==> src/rtl/stopwatch_pkg.sv <==
// Shared types and helpers for the stopwatch button path (debounce, button_event).
package stopwatch_pkg;

  typedef enum logic [1:0] {
    IDLE,
    PRESSED,
    LONG_HELD
  } btn_state_t;

  function automatic int ms_to_cycles(input int freq, input int ms);
    return (freq / 1000) * ms;
  endfunction

endpackage

==> src/rtl/btn_hold_timer.sv <==
// Hold-time counter: clears on request, counts when enabled, and flags when it
// sits on the terminal value chosen by the caller.
module btn_hold_timer #(
  parameter int WIDTH = 8
) (
  input  logic             clk,
  input  logic             reset_n,
  input  logic             clear,
  input  logic             enable,
  input  logic [WIDTH-1:0] terminal,
  output logic             at_terminal
);

  logic [WIDTH-1:0] count;

  always_ff @(posedge clk or negedge reset_n) begin
    if (!reset_n) begin
      count <= '0;
    end else if (clear) begin
      count <= '0;
    end else if (enable) begin
      count <= count + 1'b1;
    end
  end

  assign at_terminal = (count == terminal);

endmodule

==> src/rtl/button_event.sv <==
// Turns the debounced button level into single-cycle press / release / short /
// long / auto-repeat pulses for the stopwatch control FSM.
module button_event
  import stopwatch_pkg::*;
#(
  parameter int CLK_FREQ  = 50000000,
  parameter int LONG_MS   = 1000,
  parameter int REPEAT_MS = 200
) (
  input  logic clk,
  input  logic reset_n,
  input  logic btn_level,
  output logic press_pulse,
  output logic release_pulse,
  output logic short_press,
  output logic long_press,
  output logic repeat_pulse,
  output logic held
);

  localparam int LONG_CYCLES   = ms_to_cycles(CLK_FREQ, LONG_MS);
  localparam int REPEAT_CYCLES = ms_to_cycles(CLK_FREQ, REPEAT_MS);
  localparam int MAX_CYCLES    = (LONG_CYCLES > REPEAT_CYCLES) ? LONG_CYCLES : REPEAT_CYCLES;
  localparam int CNT_W         = $clog2(MAX_CYCLES + 1);
  localparam bit REPEAT_EN     = (REPEAT_CYCLES > 0);

  localparam logic [CNT_W-1:0] LONG_TERM   = CNT_W'(LONG_CYCLES - 1);
  localparam logic [CNT_W-1:0] REPEAT_TERM = CNT_W'(REPEAT_EN ? REPEAT_CYCLES - 1 : 0);

  generate
    if (LONG_CYCLES < 2) begin : g_bad_long
      $error("button_event: LONG_CYCLES must be at least 2");
    end
  endgenerate

  btn_state_t       state, state_next;
  logic             btn_q;
  logic             rise, fall;
  logic             timer_clear, timer_enable, at_terminal;
  logic [CNT_W-1:0] terminal;
  logic             press_next, release_next, short_next, long_next, repeat_next;

  assign rise     = btn_level & ~btn_q;
  assign fall     = ~btn_level & btn_q;
  assign terminal = (state == PRESSED) ? LONG_TERM : REPEAT_TERM;
  assign held     = (state != IDLE);

  btn_hold_timer #(
    .WIDTH(CNT_W)
  ) u_timer (
    .clk        (clk),
    .reset_n    (reset_n),
    .clear      (timer_clear),
    .enable     (timer_enable),
    .terminal   (terminal),
    .at_terminal(at_terminal)
  );

  always_ff @(posedge clk or negedge reset_n) begin
    if (!reset_n) begin
      state         <= IDLE;
      btn_q         <= 1'b0;
      press_pulse   <= 1'b0;
      release_pulse <= 1'b0;
      short_press   <= 1'b0;
      long_press    <= 1'b0;
      repeat_pulse  <= 1'b0;
    end else begin
      state         <= state_next;
      btn_q         <= btn_level;
      press_pulse   <= press_next;
      release_pulse <= release_next;
      short_press   <= short_next;
      long_press    <= long_next;
      repeat_pulse  <= repeat_next;
    end
  end

  // A release always wins over a threshold reached in the same cycle.
  always_comb begin
    state_next   = state;
    press_next   = 1'b0;
    release_next = 1'b0;
    short_next   = 1'b0;
    long_next    = 1'b0;
    repeat_next  = 1'b0;
    timer_clear  = 1'b0;
    timer_enable = 1'b0;
    case (state)
      IDLE: begin
        if (rise) begin
          press_next  = 1'b1;
          timer_clear = 1'b1;
          state_next  = PRESSED;
        end
      end
      PRESSED: begin
        if (fall) begin
          release_next = 1'b1;
          short_next   = 1'b1;
          timer_clear  = 1'b1;
          state_next   = IDLE;
        end else if (at_terminal) begin
          long_next   = 1'b1;
          timer_clear = 1'b1;
          state_next  = LONG_HELD;
        end else begin
          timer_enable = 1'b1;
        end
      end
      LONG_HELD: begin
        if (fall) begin
          release_next = 1'b1;
          timer_clear  = 1'b1;
          state_next   = IDLE;
        end else if (REPEAT_EN) begin
          if (at_terminal) begin
            repeat_next = 1'b1;
            timer_clear = 1'b1;
          end else begin
            timer_enable = 1'b1;
          end
        end
      end
      default: begin
        timer_clear = 1'b1;
        state_next  = IDLE;
      end
    endcase
  end

endmodule

==> config.mk <==
export PLATFORM = sky130hd
export DESIGN_NAME = button_event
export DESIGN_NICKNAME = d
export VERILOG_FILES = /design/src/rtl/stopwatch_pkg.sv /design/src/rtl/btn_hold_timer.sv /design/src/rtl/button_event.sv
export SDC_FILE = /design/constraint.sdc
export NUM_CORES = 1
export LEC_CHECK = 0
export CORE_MARGIN = 2
export CORE_UTILIZATION = 37
export CTS_CLUSTER_DIAMETER = 50
export CTS_CLUSTER_SIZE = 25
export DETAILED_ROUTE_END_ITERATION = 8
export GPL_ROUTABILITY_DRIVEN = 0
export MAX_ROUTING_LAYER = met4
export PLACE_DENSITY = 0.63
export REMOVE_ABC_BUFFERS = 1
export SYNTH_ARGS = -nofsm -noshare
export SYNTH_HDL_FRONTEND = slang
export SYNTH_SLANG_ARGS = --single-unit
==> constraint.sdc <==
create_clock -name clk -period 2.88 [get_ports clk]
set_input_delay 0.576 -clock clk [delete_from_list [all_inputs] [get_ports clk]]
set_output_delay 0.576 -clock clk [all_outputs]
set_load 0.02 [all_outputs]
# Word-level counts from Yosys, hierarchy flattened
# Index checks and enable logic that the tools add are counted.
# totals
output_inout_bits,6
regBits,34
wordCells,46
# classes
mux,22
n_eq_ne,6
n_reduce_logical,5
n_addsub,1
bitwise,4
# op_table
op,count
$mux W26,3
$add A26 B1 Y26 const B,1
$eq A26 B26 Y1,1
$mux W1,13
$mux W2,4
$pmux W2 S3,1
$ne A2 B2 Y1 const B,2
$reduce_bool A2 Y1,2
$ne A3 B3 Y1 const B,1
$reduce_and A3 Y1,1
$and A1 B1 Y1,2
$eq A2 B1 Y1 const B,1
$eq A2 B2 Y1 const B,1
$logic_not A2 Y1,1
$not A1 Y1,2
$pmux W1 S2,1
$reduce_or A2 Y1,1

# Logic depth before layout (Yosys ltp)
# Gate-level depths: netlist (run 1).
# depth
ltp_word,8
depth_mapped,8
depth_no_buf,7

# Hierarchy
# A second synthesis (run 1) with hierarchy kept.
# unflattened
hier_cells,216
area_unflattened_um2,2070.7
# by_module_without_submodules
mod,instances,area_each_um2,cells_each
btn_hold_timer,1,1644.1,176
button_event,1,426.7,40

# Least setup slack after synthesis (run 1)
# No wires, ideal clock.
# synth_timing
path_type,reg2reg
start,register state[1]
end,register u_timer.count[6]
t_arrival_ps,2026
t_required_ps,2784
path_stages_with_launch,9
period_less_slack_ps,2122
setup_slack_ps,758
setup_time_ps,96
path_cell_list,dfrtp_1 > inv_1 > ha_1 > or4_1 > mux2i_1 > o2111ai_1 > buf_6 > and3_4 > nor4_2
# synth_between
elab_chain_cells,7
# synth_rtl
item,line,rtl
start: declaration,button_event.sv:36,"btn_state_t state, state_next;"
start signal: assignment,button_event.sv:69,state <= state_next;
$eq A2 B1 Y1,"button_event.sv:45, button_event.sv:89",
$mux W26,button_event.sv:45,assign terminal = (state == PRESSED) ? LONG_TERM : REPEAT_TERM;
$eq A26 B26 Y1,btn_hold_timer.sv:26,assign at_terminal = (count == terminal);
$mux W1,"button_event.sv:103, button_event.sv:117",
$mux W1,button_event.sv:112,if (fall) begin
$pmux W1 S2 / $mux W1 (equally long branches),--,
$mux W26 / $reduce_bool A2 Y1 (equally long branches),--,
end signal: assignment,btn_hold_timer.sv:22,count <= count + 1'b1;
end: declaration,btn_hold_timer.sv:14,logic [WIDTH-1:0] count;
# Several ways; a longest one is shown, not always the timed one.
# A chain may end at the register's enable or synchronous reset.

# Worst setup path after layout (run 1)
# layout_timing
start,register state[1]
end,register u_timer.count[15]
# The elaborated chain is that of the path after synthesis.

==> metrics, run 1 <==
Placeable Area=5110 um^2; post-detail-place hpwl=2850 um; Total Wirelength=4070 um; ys flop type=dfrtp_1; Hold Vio Cnt, Final=0; CTS Sinks=34; total negative slack=0 ns; Tcrit/Tclk final=0.886; Critical Path RT=3.06 ns; DR WL/cell=14.1 um; CP Class=flip-flop to flip-flop; final net count=226; pwr dens=582 nW/um^2; min-delay worst type=flip-flop to flip-flop; first-pass GRT wire length=7340 um; vias per cell=5.49; Distinct cells, synth=48; worst-path maximum fanout=14; Die Wd=76.8 um; H-tree levels=2; GRT overflow=0; Antenna Nets Post-Route=0; layout cell share with drive strength beyond 1=0.133; fmax=392 MHz; Post-Syn Area=1960 um^2; clk_skew=0.00585 ns; Max Cap Violations=0; Final Hold Slack=0.554 ns; minimum clock period=2.55 ns; CTS Buf Count=5; worst slew pin tran=0.789 ns; ant diodes=0; row count=26; RSZ-0062 raised after global routing=false; Root Buffer=clkbuf_8; post-CTS sizing=0; Crit. End Element=flip-flop; via total after detailed routing=1,580; async set-reset flop share out of synthesis=1.00; drt drc=0; initial antenna violation count=0; Gate Count Post-Synth=203; slew margin rel.=0.473; Fillers=499; CTS hold repair buffers=0; static leakage=0.878 nW; FF+latch area=851 um^2; number of setup buffers added after CTS=0; Clock transition at path regs=0.07 ns; Ports=9; All-Layer GR Usage=0.158; Area Overhead vs Synth=12.4%; VDD IR max=0.000364 V; status=completed; synthesis-stage register bit count=34; Seq/Total Area, Yosys=0.434; Avg Cell Area, Syn=9.65 um^2; area of the multi-input gates=1020 um^2; die area=5890 um^2; Die Span Y=76.8 um; Port Buf Inserts=8; initial drt markers=87; CTS tree=yes; Post-synth EDFFs=0; # setup viols final=0; number of global-route vias before repair=1,530; Pre-antenna DRT Iters=4; Final Max Tran Viols=0; Yosys warnings=0; CP arrival=2.74 ns; largest net degree at the start of global routing=35; Setup crit start kind=flip-flop; Starting Density=0.384; Clock Latency Late Sink=0.29 ns; CTS max path bufs=2
## where the power goes
group	switching (mW)	total (mW)	internal (mW)
combinational	0.218	0.371	0.153
clock	0.173	0.335	0.162
sequential	0.0499	0.576	0.526
total	0.440	1.28	0.841
## cells in the mapped netlist, types with 3 or more instances
cell	n	area, um^2
or4_1	6	45.0
or3_1	3	18.8
inv_1	4	15.0
o21ai_0	4	20.0
nand3_1	12	60.1
nand4_1	15	93.8
xor2_1	10	87.6
o311ai_1	4	35.0
dfrtp_1	34	851
nand2_1	16	60.1
ha_1	5	62.6
o31ai_1	6	45.0
buf_2	3	15.0
nor2_1	22	82.6
nor3_1	6	30.0
a21oi_1	12	60.1
buf_6	4	45.0
## path summary, 6_finish.rpt
kind                              startpoint           endpoint  slack (ns)  depth (start not counted)
min in group asynchronous            reset_n   u_timer.count[2]        0.70                          2
hold reg to reg            u_timer.count[11]  u_timer.count[11]        0.55                          1
hold / removal             u_timer.count[11]  u_timer.count[11]        0.55                          1
setup reg to reg                    state[1]  u_timer.count[15]        0.33                          8
max in group asynchronous            reset_n   u_timer.count[8]        1.86                          2
setup / recovery                    state[1]  u_timer.count[15]        0.33                          8
## routing by layer
layer / track usage / wire length, um
met1: 0.216 / 2010
met2: 0.229 / 1870
met3: 0.0365 / 133
met4: 0.0600 / 52
met5: - / 0
## kinds of logic after synthesis
| group | synth area share |
|---|---|
| simple gates | 0.317 |
| fa+ha+maj | 0.0319 |
| xor+xnor | 0.0492 |
| compound gates | 0.118 |
| mux | 0.00511 |
| flops | 0.434 |
| buf+inv | 0.0441 |
## layout by cell type (no fill, tap or decap), types with 2 or more instances in the layout
cell type | synthesis | routed
nor2_1 | 22 | 22
clkbuf_8 | 0 | 5
nand3_1 | 12 | 12
inv_1 | 4 | 4
nor4_2 | 2 | 2
nand2b_1 | 2 | 2
buf_4 | 1 | 9
clkdlybuf4s50_1 | 0 | 8
nor4_1 | 2 | 2
or3_1 | 3 | 3
and2_1 | 2 | 2
or2_2 | 2 | 2
nor3_1 | 6 | 6
xor2_1 | 10 | 10
o311ai_1 | 4 | 4
o21ai_0 | 4 | 4
dfrtp_1 | 34 | 34
and4_1 | 2 | 2
nand4_1 | 15 | 15
a21oi_1 | 12 | 12
clkinv_2 | 0 | 2
or4_1 | 6 | 6
o31ai_1 | 6 | 6
nand2_1 | 16 | 16
ha_1 | 5 | 5
## area by class of cell
cell class | instances | share of cell area
Multi-Input combinational cell | 156 | 0.464
Clock inverter | 2 | 0.00455
Tap cell | 70 | 0.0398
Timing Repair Buffer | 17 | 0.0670
Sequential cell | 34 | 0.386
Clock buffer | 5 | 0.0313
Inverter | 4 | 0.00682
## through the flow
stage          area [um^2]  setup WS [ns]  total power, mW  instances  utilization
4_1_cts               2200          0.338             1.30        288        0.431
3_5_place_dp          2120          0.292            0.961        281        0.416
5_1_grt               2200          0.131             1.37        288        0.431
6_report              2200          0.328             1.28        288        0.431
2_1_floorplan         1890          0.226            0.815        194            -
3_3_place_gp          2120          0.333            0.951        281        0.416
## sequential cells by signal, summed over array words and instances (netlist names)
signal	flops
u_timer.count	26
state	2
btn_q	1
long_press	1
press_pulse	1
release_pulse	1
repeat_pulse	1
short_press	1
## critical path, cell delays in order (launching register included)
cell and delay [ns]:
dfrtp_1 0.39, inv_1 0.08, ha_1 0.20, or4_1 0.49, mux2i_1 0.18, o2111ai_1 0.43
a21oi_2 0.29, buf_4 0.23, o21ba_1 0.16
(Power assumes the default switching activity.)
==> inputs of run 2 (changes only) <==
- SETUP_SLACK_MARGIN: default -> 0.05
- SLEW_MARGIN: default -> 20
==> results of run 2 <==
Final layout, timing and power as in run 1 (identical DEF).
